File: src/rtl/pipe_ctrl_pkg.sv
// Shared encodings for the pipeline control unit: FSM states, forward-select codes
// and the drain length used between halt acceptance and the halted state.
// Pure declarations; no logic, no latency, no flow control.
package pipe_ctrl_pkg;

    typedef enum logic [1:0] {
        ST_RUN    = 2'b00,
        ST_DRAIN  = 2'b01,
        ST_HALTED = 2'b11
    } state_t;

    typedef enum logic [1:0] {
        FWD_RF  = 2'b00,
        FWD_MEM = 2'b01,
        FWD_WB  = 2'b10
    } fwd_t;

    // Non-frozen cycles spent in DRAIN while the halt walks EX -> MEM -> WB.
    localparam logic [1:0] DRAIN_CYC = 2'd2;

endpackage

File: src/rtl/pipe_fwd_sel.sv
// Forward-select for one EX operand: picks EX/MEM, then MEM/WB, else the regfile.
// Latency: purely combinational.
// Backpressure: none; the result is only meaningful while EX holds a valid op.
//
// Ports: ex_rs (operand register in EX), mem_rd/mem_wr_en and wb_rd/wb_wr_en
// (older writers), fwd (FWD_RF / FWD_MEM / FWD_WB).
module pipe_fwd_sel
    import pipe_ctrl_pkg::*;
#(
    parameter int REG_AW = 5
) (
    input  logic [REG_AW-1:0] ex_rs,
    input  logic [REG_AW-1:0] mem_rd,
    input  logic              mem_wr_en,
    input  logic [REG_AW-1:0] wb_rd,
    input  logic              wb_wr_en,
    output logic [1:0]        fwd
);

    // x0 is hardwired to zero, so a write to it is never a forwarding source.
    // The younger producer (EX/MEM) wins over MEM/WB.
    always_comb begin
        fwd = FWD_RF;
        if (mem_wr_en && (mem_rd != '0) && (mem_rd == ex_rs)) begin
            fwd = FWD_MEM;
        end else if (wb_wr_en && (wb_rd != '0) && (wb_rd == ex_rs)) begin
            fwd = FWD_WB;
        end
    end

endmodule

File: src/rtl/pipe_ctrl.sv
// Pipeline control for the 5-stage core: enables, flushes, forwarding, redirect, halt drain.
// Latency: controls are combinational from inputs + state; FSM/counters update on posedge clk.
// Backpressure: ext_stall freezes every stage register and all internal state.
//
// Ports: hazard/branch/halt info from ID, EX, MEM, WB in; en_* / flush_* / fwd_* /
// redirect / halt / state out; perf_* counters (live only with PIPE_PERF_EN defined,
// otherwise tied to zero with no counter flops).
module pipe_ctrl
    import pipe_ctrl_pkg::*;
#(
    parameter int PC_W     = 32,
    parameter int REG_AW   = 5,
    parameter int LU_STALL = 1
) (
    input  logic              clk,
    input  logic              rst_n,
    input  logic              ext_stall,
    input  logic              id_valid,
    input  logic [REG_AW-1:0] id_rs1,
    input  logic [REG_AW-1:0] id_rs2,
    input  logic              id_rs1_used,
    input  logic              id_rs2_used,
    input  logic              id_halt,
    input  logic [REG_AW-1:0] ex_rs1,
    input  logic [REG_AW-1:0] ex_rs2,
    input  logic [REG_AW-1:0] ex_rd,
    input  logic              ex_wr_en,
    input  logic              ex_is_load,
    input  logic [REG_AW-1:0] mem_rd,
    input  logic              mem_wr_en,
    input  logic [REG_AW-1:0] wb_rd,
    input  logic              wb_wr_en,
    input  logic              br_resolve,
    input  logic              br_taken,
    input  logic              br_predicted,
    input  logic [PC_W-1:0]   br_target,
    input  logic [PC_W-1:0]   br_pc_seq,
    output logic              en_pc,
    output logic              en_if_id,
    output logic              en_id_ex,
    output logic              en_ex_mem,
    output logic              en_mem_wb,
    output logic              flush_if_id,
    output logic              flush_id_ex,
    output logic [1:0]        fwd_a,
    output logic [1:0]        fwd_b,
    output logic              redirect,
    output logic [PC_W-1:0]   redirect_pc,
    output logic              halt,
    output logic [1:0]        state,
    output logic [31:0]       perf_cyc,
    output logic [31:0]       perf_stall,
    output logic [31:0]       perf_flush
);

    // The detection cycle is itself a stall cycle, so the counter only covers the rest.
    localparam logic [1:0] LU_LOAD = 2'(LU_STALL - 1);

    state_t     state_q, state_d;
    logic [1:0] stall_cnt_q, stall_cnt_d;
    logic [1:0] drain_cnt_q, drain_cnt_d;
    logic       mispredict;
    logic       lu_hazard;
    logic       mp_evt;

    pipe_fwd_sel #(.REG_AW(REG_AW)) u_fwd_a (
        .ex_rs     (ex_rs1),
        .mem_rd    (mem_rd),
        .mem_wr_en (mem_wr_en),
        .wb_rd     (wb_rd),
        .wb_wr_en  (wb_wr_en),
        .fwd       (fwd_a)
    );

    pipe_fwd_sel #(.REG_AW(REG_AW)) u_fwd_b (
        .ex_rs     (ex_rs2),
        .mem_rd    (mem_rd),
        .mem_wr_en (mem_wr_en),
        .wb_rd     (wb_rd),
        .wb_wr_en  (wb_wr_en),
        .fwd       (fwd_b)
    );

    assign mispredict = br_resolve && (br_taken != br_predicted);

    assign lu_hazard = ex_is_load && ex_wr_en && (ex_rd != '0) && id_valid &&
                       ((id_rs1_used && (id_rs1 == ex_rd)) ||
                        (id_rs2_used && (id_rs2 == ex_rd)));

    always_comb begin
        en_pc       = 1'b1;
        en_if_id    = 1'b1;
        en_id_ex    = 1'b1;
        en_ex_mem   = 1'b1;
        en_mem_wb   = 1'b1;
        flush_if_id = 1'b0;
        flush_id_ex = 1'b0;
        redirect    = 1'b0;
        redirect_pc = '0;
        halt        = 1'b0;
        mp_evt      = 1'b0;
        state_d     = state_q;
        stall_cnt_d = stall_cnt_q;
        drain_cnt_d = drain_cnt_q;

        case (state_q)
            ST_RUN: begin
                if (ext_stall) begin
                    {en_pc, en_if_id, en_id_ex, en_ex_mem, en_mem_wb} = '0;
                end else if (mispredict) begin
                    redirect    = 1'b1;
                    redirect_pc = br_taken ? br_target : br_pc_seq;
                    flush_if_id = 1'b1;
                    flush_id_ex = 1'b1;
                    stall_cnt_d = '0;
                    mp_evt      = 1'b1;
                end else if (lu_hazard || (stall_cnt_q != '0)) begin
                    // Hold the consumer in ID and inject a bubble into EX.
                    en_pc       = 1'b0;
                    en_if_id    = 1'b0;
                    flush_id_ex = 1'b1;
                    stall_cnt_d = lu_hazard ? LU_LOAD : (stall_cnt_q - 2'd1);
                end else if (id_halt && id_valid) begin
                    // The halt itself moves on into EX this cycle.
                    state_d     = ST_DRAIN;
                    drain_cnt_d = DRAIN_CYC;
                end
            end

            ST_DRAIN: begin
                if (ext_stall) begin
                    {en_pc, en_if_id, en_id_ex, en_ex_mem, en_mem_wb} = '0;
                end else if (mispredict) begin
                    // An older branch was wrong: the halt is on the wrong path.
                    redirect    = 1'b1;
                    redirect_pc = br_taken ? br_target : br_pc_seq;
                    flush_if_id = 1'b1;
                    flush_id_ex = 1'b1;
                    mp_evt      = 1'b1;
                    state_d     = ST_RUN;
                    drain_cnt_d = '0;
                end else begin
                    en_pc       = 1'b0;
                    en_if_id    = 1'b0;
                    flush_if_id = 1'b1;
                    // Counter reaching zero means the halt is leaving MEM/WB.
                    if (drain_cnt_q <= 2'd1) begin
                        state_d     = ST_HALTED;
                        drain_cnt_d = '0;
                    end else begin
                        drain_cnt_d = drain_cnt_q - 2'd1;
                    end
                end
            end

            ST_HALTED: begin
                halt = 1'b1;
                {en_pc, en_if_id, en_id_ex, en_ex_mem, en_mem_wb} = '0;
            end

            default: begin
                state_d = ST_RUN;
            end
        endcase
    end

    always_ff @(posedge clk or negedge rst_n) begin
        if (!rst_n) begin
            state_q     <= ST_RUN;
            stall_cnt_q <= '0;
            drain_cnt_q <= '0;
        end else begin
            state_q     <= state_d;
            stall_cnt_q <= stall_cnt_d;
            drain_cnt_q <= drain_cnt_d;
        end
    end

    assign state = state_q;

`ifdef PIPE_PERF_EN
    logic [31:0] cyc_q, stall_q, flush_q;

    always_ff @(posedge clk or negedge rst_n) begin
        if (!rst_n) begin
            cyc_q   <= '0;
            stall_q <= '0;
            flush_q <= '0;
        end else begin
            if (state_q != ST_HALTED)             cyc_q   <= cyc_q + 32'd1;
            if ((state_q == ST_RUN) && !en_pc)    stall_q <= stall_q + 32'd1;
            if (mp_evt)                           flush_q <= flush_q + 32'd1;
        end
    end

    assign perf_cyc   = cyc_q;
    assign perf_stall = stall_q;
    assign perf_flush = flush_q;
`else
    logic unused_perf;
    assign unused_perf = mp_evt;
    assign perf_cyc    = '0;
    assign perf_stall  = '0;
    assign perf_flush  = '0;
`endif

endmodule

File: config.mk
export PLATFORM = sky130hd
export DESIGN_NAME = pipe_ctrl
export DESIGN_NICKNAME = d
export VERILOG_FILES = /design/src/rtl/pipe_ctrl_pkg.sv /design/src/rtl/pipe_fwd_sel.sv /design/src/rtl/pipe_ctrl.sv
export SDC_FILE = /design/constraint.sdc
export NUM_CORES = 1
export LEC_CHECK = 0
export CORE_MARGIN = 10
export CORE_UTILIZATION = 25
export DETAILED_ROUTE_END_ITERATION = 10
export DONT_BUFFER_PORTS = 1
export GPL_ROUTABILITY_DRIVEN = 0
export REMOVE_ABC_BUFFERS = 1
export SLEW_MARGIN = 15
export SYNTH_ARGS = -nofsm -noshare
export SYNTH_HDL_FRONTEND = slang
export SYNTH_HIERARCHICAL = 1
export SYNTH_SLANG_ARGS = --single-unit
File: constraint.sdc
create_clock -name clk -period 3.48 [get_ports clk]
set_clock_uncertainty 0.15 [all_clocks]
set_input_delay 0.348 -clock clk [delete_from_list [all_inputs] [get_ports clk]]
set_output_delay 0.348 -clock clk [all_outputs]
set_load 0.01 [all_outputs]
=== After elaboration in Yosys (flattened, before gate mapping) ===
Index checks and enable logic that the tools add are counted.

* Add/sub/neg operators: 2
* Magnitude comparators: 1
* Equal/unequal tests: 15
* Muxes and demuxes: 42
* Bitwise operators: 2
* Reductions and logical operators: 27

{| class="wikitable"
|+ Operator list
! operator !! count
|-
| 32-bit two-way mux || 4
|-
| 2-bit two-way mux || 21
|-
| 5-bit equality test || 6
|-
| 5-bit nonzero test || 3
|-
| 1-bit logical AND || 14
|-
| 1-bit two-way mux || 11
|-
| 2-bit != test, second input constant || 5
|-
| 7-bit AND reduction || 1
|-
| 1-bit case mux with 2 select lines || 3
|-
| 2-bit case mux with 3 select lines || 1
|-
| 6-bit AND reduction || 1
|-
| 2-bit nonzero test || 3
|-
| 2-bit case mux with 2 select lines || 1
|-
| 2-bit by 1-bit subtractor with 2-bit output, second input constant || 2
|-
| 3-bit != test, second input constant || 1
|-
| 1-bit case mux with 3 select lines || 1
|-
| 3-bit AND reduction || 1
|-
| 2-bit by 1-bit equality test with 1-bit output, second input constant || 1
|-
| 2-bit equality test, second input constant || 1
|-
| 2-bit by 1-bit less-or-equal comparator with 1-bit output, second input constant || 1
|-
| 2-bit zero test || 1
|-
| 1-bit logical OR || 2
|-
| 1-bit NOT || 2
|-
| 2-bit OR reduction || 1
|-
| 1-bit != test || 1
|}

* Register bits: 6
* Input port bits: 113
* Output and inout port bits: 143

=== Logic depth before layout (Yosys ltp) ===
Gate-level depths: netlist of the first run.

* Word-level depth: 9
* Depth in mapped cells: 7
* Mapped depth without buffers: 5

=== Modules after synthesis ===
The synthesis of the first run kept the hierarchy.

{| class="wikitable"
|+ Modules (own cells, without submodules)
! module !! times used !! cells each !! area each (um^2)
|-
| pipe_ctrl || 1 || 235 || 1780.5
|-
| pipe_fwd_sel || 2 || 20 || 151.4
|}

=== Worst setup path before layout of the first run ===
OpenSTA, ideal clock, no wires.

* Path type: in2out
* From: input port ex_rd[1]
* To: output port en_pc
* Arrival time: 1.681 ns
* Slack: 1.301 ns
* Cell stages on the path: 5
* Buffers on the path: 1
* Cell sequence: or4_1 > o2111ai_2 > o21ai_2 > o221ai_1 > buf_4

* Longest elaborated chain between the ends: 9

{| class="wikitable"
|+ RTL lines
! element !! RTL line !! RTL
|-
| start: declaration || pipe_ctrl.sv:26 || <nowiki>input logic [REG_AW-1:0] ex_rd,</nowiki>
|-
| 5-bit equality test (tied with other cells) || pipe_ctrl.sv:87 || <nowiki>((id_rs1_used && (id_rs1 == ex_rd)) ||</nowiki>
|-
| 1-bit logical AND, on equally long branches || pipe_ctrl.sv:87, pipe_ctrl.sv:86, pipe_ctrl.sv:88 ||
|-
| 1-bit logical OR or 1-bit logical AND (tied branches) || pipe_ctrl.sv:87, pipe_ctrl.sv:86 ||
|-
| 1-bit logical AND * || pipe_ctrl.sv:86 || <nowiki>assign lu_hazard = ex_is_load && ex_wr_en && (ex_rd != '0) && id_valid &&</nowiki>
|-
| 1-bit logical OR * || pipe_ctrl.sv:117 || <nowiki>end else if (lu_hazard || (stall_cnt_q != '0)) begin</nowiki>
|-
| 1-bit two-way mux * (3 in series) || n/a ||
|-
| 1-bit case mux with 3 select lines * || n/a ||
|-
| end: declaration || pipe_ctrl.sv:38 || <nowiki>output logic en_pc,</nowiki>
|}

Every way passes the cells marked *; elsewhere a longest branch is shown, timed or not.

=== Final worst setup path of the first run ===
* From: register state_q[1], in the netlist state[1]
* To: output port redirect_pc[3]

* Longest elaborated chain between the ends: 3

{| class="wikitable"
|+ RTL lines
! element !! RTL line !! RTL
|-
| start: declaration || pipe_ctrl.sv:59 || <nowiki>state_t state_q, state_d;</nowiki>
|-
| start signal: assignment || pipe_ctrl.sv:173 || <nowiki>state_q <= state_d;</nowiki>
|-
| 2-bit by 1-bit equality test with 1-bit output or 2-bit zero test (tied branches) || pipe_ctrl.sv:106 || <nowiki>case (state_q)</nowiki>
|-
| 2-bit OR reduction (no line) * || n/a ||
|-
| 32-bit two-way mux * || n/a ||
|-
| end: declaration || pipe_ctrl.sv:48 || <nowiki>output logic [PC_W-1:0] redirect_pc,</nowiki>
|}

Marks and branches as above.

==> results.md, run 1 <==
- Root buf cell: clkbuf_8
- Yosys warns: 6
- Critical Path Sink Type: output port
- Slew headroom: 51.0%
- H-tree depth: 1
- Syn_area_per_cell: between 7 and 8 µm²
- Tot Pwr: 0.000567 W
- Initial DRC Count: 94
- N_diodes: 0
- Register area share after synthesis: under 10%
- Maximum VDD drop: roughly 0.12 mV
- Crit path launch type: flop
- Nets: 382
- Post-synth EDFFs: 0
- Die ar.: 12,400 µm²
- Area of the core: just over 8000 µm²
- Finished Core Util: 22.5%
- Fill cells: 900
- Top-count cell post-synth: buf_4
- FF+latch count, synth: 6
- Vias: 1,555
- Final ANT Viol Nets: 0
- Hold WS: approximately 200 ps
- Pwr dens: 308 nW/µm²
- Total of max-cap violations: 0
- Fin. max-slew vios: 0
- Layout cell share with drive strength beyond 1: roughly 5.6%
- Layout area overhead: -11.7%
- Number of global-route vias before repair: 1,793
- Crit-path max FO: 35
- Fin crit period: 2360 ps
- Crit path kind: reg -> out
- Post-synthesis cell area: roughly 2100 µm²
- Hold Path Class: in -> reg
- Largest net degree at the start of global routing: 36
- FP Rows: 33
- TritonCTS Buffers: 3
- Top post-synthesis cells by area: buf_4 (36%), mux2i_1 (16%), dfrtp_1 (7.2%)
- Dominant synthesized flop cell: dfrtp_1
- Total negative slack: 0 ps
- Io pins: 256
- Fin crit share: 67.9%
- Status: completed
- Maximum clock path buffer count: 2
- Die H: around 110 µm
- TritonCTS clock tree: yes
- Clock-pin slew of the registers on the worst-case setup and hold paths: roughly 30 ps
- Post-detailed-route DRC marker count: 0
- Vias per cell: 4.19
- Netlist cell types: 42
- Worst slew pin tran: approximately 740 ps
- Final hold vios: 0
- Port bufs: 0
- Detailed Place HPWL: 6170 µm
- Post-DR wirelength/cell: 18.1 µm
- Syn Inst Count: 275
- Synth cell count leaders: buf_4 (99), nor2_1 (36), mux2i_1 (33)
- RSZ-0062 raised after global routing: false
- Total wire length: 6730 µm
- Clock Latency Late Sink: 230 ps
- Post-synth top area share: 35.7%
- Yosys top cell by area: buf_4
- Peak Freq: 423 MHz
- Static Leakage: approximately 0.9 nW
- Setup-failing EPs final: 0
- Die Span X: 111 µm
- Overflow after GRT: 0
- Critical Path AT: ~1900 ps
- Tot GR Track Use: 9.72%
- Clock sink count: 6
- DR pass1 iterations: 4
- Synth async-reset ratio: 100%
- WP data required: between 2000 and 3000 ps
- Global-route wire length before repair: roughly 10,000 µm
- Starting Density: 25.5%
- Initial antenna violation count: 0
## where the power goes
part           total [W]  internal (W)  switching [W]
combinational   0.000317      0.000118       0.000200
clock           0.000104     0.0000742      0.0000298
sequential      0.000145      0.000100      0.0000451
## path summary, 6_finish.rpt
path	cells past startpoint	slack, ps	endpoint	start
hold / removal	2	200	state[1]	ext_stall
setup / recovery	3	1120	redirect_pc[3]	state[1]
hold reg to reg	2	390	drain_cnt_q[1]	drain_cnt_q[1]
min in group asynchronous	1	280	state[1]	rst_n
max in group asynchronous	1	2680	stall_cnt_q[0]	rst_n
setup reg to reg	3	1640	state[0]	state[1]
## cells in the final DEF (no fill, tap or decap), types with 5 or more instances in the layout
cell type / Yosys / final
conb_1: 1 / 96
dfrtp_1: 6 / 6
inv_1: 5 / 5
mux2i_1: 33 / 33
nand2_1: 9 / 9
nand3_1: 5 / 5
nor2_1: 36 / 36
nor3_1: 5 / 5
xnor2_1: 12 / 12
xor2_1: 15 / 15
## stage by stage
step / worst slack, ps / area, µm² / instances
3_5_place_dp: 1180 / 1790 / 367
5_1_grt: 916 / 1840 / 371
2_1_floorplan: 1380 / 1660 / 262
4_1_cts: 1110 / 1840 / 371
6_report: 1120 / 1840 / 371
3_3_place_gp: 1190 / 1790 / 367
## sequential cells by signal, summed over array words and instances (netlist names)
name	cells
drain_cnt_q	2
stall_cnt_q	2
state	2
## worst max-delay path, cell delays in order, from the launching register on
cell     delay [ps]
dfrtp_1         460
nor2_1          320
nand2_2         430
nor2_1          410
## metal layers
layer	routed length, µm	share of wire [%]	track usage, %
met4	77	1.1	3.08
met3	678	10	4.87
met1	2400	36	9.71
met5	0	0	0
met2	3570	53	17.2
## logic make-up after synthesis
group / after synthesis / synth area share [%]
AOI/OAI and AO/OA: 22 / 9.97
xor gates and xnor gates: 27 / 11.4
adders and majority gates: 1 / 0.601
buffers and inverters: 113 / 38.4
DFF: 6 / 7.21
muxes: 33 / 15.9
other: 1 / 0.180
and+or+nand+nor: 72 / 16.4
## layout make-up
type / count / area, µm² / share of cell area (%)
multi-input cells: 251 / 1490 / 80.9
flip-flops and latches: 6 / 150 / 8.16
well taps: 105 / 131 / 7.14
clock buffers: 3 / 41.3 / 2.24
inverters: 5 / 18.8 / 1.02
repair buffers: 1 / 10.0 / 0.544
## what timing repair did
item,4_1_cts,5_1_grt
gates resized for setup,0,0
hold buffers,1,0
buffers inserted,0,0
endpoints found under the hold margin,6,0
(Power assumes the default switching activity.)
==> run 2: changes to the inputs <==
==> constraint.sdc (replaced) <==
create_clock -name clk -period 2.3 [get_ports clk]
set_clock_uncertainty 0.15 [all_clocks]
set_input_delay 0.23 -clock clk [delete_from_list [all_inputs] [get_ports clk]]
set_output_delay 0.23 -clock clk [all_outputs]
set_load 0.01 [all_outputs]
==> results.md, run 2 (synthesized netlist as in run 1, its figures left out) <==
- Io pins: 256 (unchanged)
- Post-DR wirelength/cell: 18.5 µm (was 18.1 µm)
- FP Rows: 33 (unchanged)
- Placed cell count: 369 (was 367)
- Reg-to-Reg End: state[0] (unchanged)
- Die Span X: 111 µm (unchanged)
- Vias: 1,573 (was 1,555)
- Commonest non-fill, non-tap cell in the layout: conb_1 (unchanged)
- TritonCTS Buffers: 3 (unchanged)
- Total negative slack: 0 ps (unchanged)
- Die ar.: 12,400 µm² (unchanged)
- Crit-path max FO: 35 (unchanged)
- WP data required: 1920 ps (was 2980 ps)
- Hold Path Origin: id_valid (was ext_stall)
- Post-CTS setup buffers: 0 (unchanged)
- Largest net degree at the start of global routing: 36 (unchanged)
- Port bufs: 0 (unchanged)
- Tot GR Track Use: 9.76% (was 9.72%)
- Pwr dens: 471 nW/µm² (was 308 nW/µm²)
- Setup-failing EPs final: 0 (unchanged)
- Final hold vios: 0 (unchanged)
- Maximum clock path buffer count: 2 (unchanged)
- Reg-to-reg slack, setup: 590 ps (was 1640 ps)
- Critical Path AT: 1710 ps (was 1860 ps)
- Root buf cell: clkbuf_8 (unchanged)
- Finished Layout Cells: 373 (was 371)
- Crit path launch type: flop (unchanged)
- Fin. max-slew vios: 0 (unchanged)
- Reg2reg start: state[1] (unchanged)
- H-tree depth: 1 (unchanged)
- Number of global-route vias before repair: 1,776 (was 1,793)
- TritonCTS clock tree: yes (unchanged)
- RSZ-0062 raised after global routing: false (unchanged)
- Hold depth: 2 (unchanged)
- Final ANT Viol Nets: 0 (unchanged)
- Pre-CTS setup slack: 298 ps (was 1180 ps)
- Clock-pin slew of the registers on the worst-case setup and hold paths: 30 ps (about the same)
- N_diodes: 0 (unchanged)
- Layout cell share with drive strength beyond 1: 6.34% (was 5.64%)
- Fin worst setup slack: 215 ps (was 1120 ps)
- Starting Density: 25.5% (unchanged)
- Fin crit share: 90.7%
- Die H: 111 µm (unchanged)
- Total wire length: 6910 µm (was 6730 µm)
- Finished Core Util: 22.8% (was 22.5%)
- Maximum VDD drop: 0.175 mV (was 0.119 mV)
- Initial antenna violation count: 0 (unchanged)
- Overflow after GRT: 0 (unchanged)
- Clock Latency Late Sink: 220 ps (was 230 ps)
- Vias per cell: 4.22 (was 4.19)
- Clock sink count: 6 (unchanged)
- Most frequent cells in the layout: conb_1 (96), nor2_1 (36), mux2i_1 (33) (unchanged)
- Critical Path Sink Type: output port (unchanged)
- Worst setup path end: redirect_pc[7] (was redirect_pc[3])
- Crit path kind: reg -> out (unchanged)
- CP startpoint: state[1] (unchanged)
- Total of max-cap violations: 0 (unchanged)
- Post-detailed-route DRC marker count: 0 (unchanged)
- Static Leakage: 0.914 nW (was 0.898 nW)
- Detailed Place HPWL: 6390 µm (was 6170 µm)
- R2R cell count: 3 (unchanged)
- Hold Path Class: in -> reg (unchanged)
- Layout area overhead: -10.7% (was -11.7%)
- Status: completed (unchanged)
- Initial DRC Count: 67 (was 94)
- Fin crit period: 2090 ps
- Hold WS: 88.7 ps (was 202 ps)
- Area of the core: 8180 µm² (unchanged)
- DR pass1 iterations: 4 (unchanged)
- Nets: 384 (was 382)
- Peak Freq: 480 MHz
- Global-route wire length before repair: 10,100 µm (was 10,000 µm)
-- run 2: area by class of cell --
type	instances	area [µm²]
Multi-Input combinational cell	251	1490
Sequential cell	6	150
Inverter	5	18.8
Tap cell	105	131
Clock buffer	3	41.3
Timing Repair Buffer	3	25.0
Fill cell	933	6310
-- run 2: power breakdown --
part / switching, W / total (W) / internal, W / leakage (nW)
registers: 0.0000713 / 0.000223 / 0.000151 / 0.0773
clock network: 0.0000388 / 0.000151 / 0.000112 / 0.0216
logic: 0.000312 / 0.000504 / 0.000192 / 0.815
total: 0.000422 / 0.000877 / 0.000455 / 0.914
-- run 2: worst min path at each step --
stage                                 to  slack [ps]
after floorplan           drain_cnt_q[0]        -220
after global placement          state[1]        -220
after detailed placement  drain_cnt_q[1]        -220
after CTS                 drain_cnt_q[1]          90
after global routing            state[1]         100
final                     drain_cnt_q[1]          90
-- run 2: stage by stage --
stage / instance area (µm²) / total power (W)
global route: 1860 / 0.000950
detailed placement: 1800 / 0.000716
CTS: 1860 / 0.000876
global placement: 1800 / 0.000699
finish: 1860 / 0.000877
floorplan: 1660 / 0.000612
-- run 2: what timing repair did --
item | in CTS | in global routing
hold endpoints to repair | 6 | 0
hold buffers | 1 | 0
gates resized for setup | 0 | 1
endpoints found under the setup margin | 0 | 34
-- run 2: worst max-delay path, stage by stage (launching register included) --
cell	delay (ps)
dfrtp_1	460
nor2_1	370
nand2_4	300
nor2_1	340
-- run 2: routing by layer --
metal	GRT usage [%]	share of wire (%)
met2	17.9	54
met3	3.79	8.2
met5	0	0
met1	10.1	37
met4	2.31	0.69
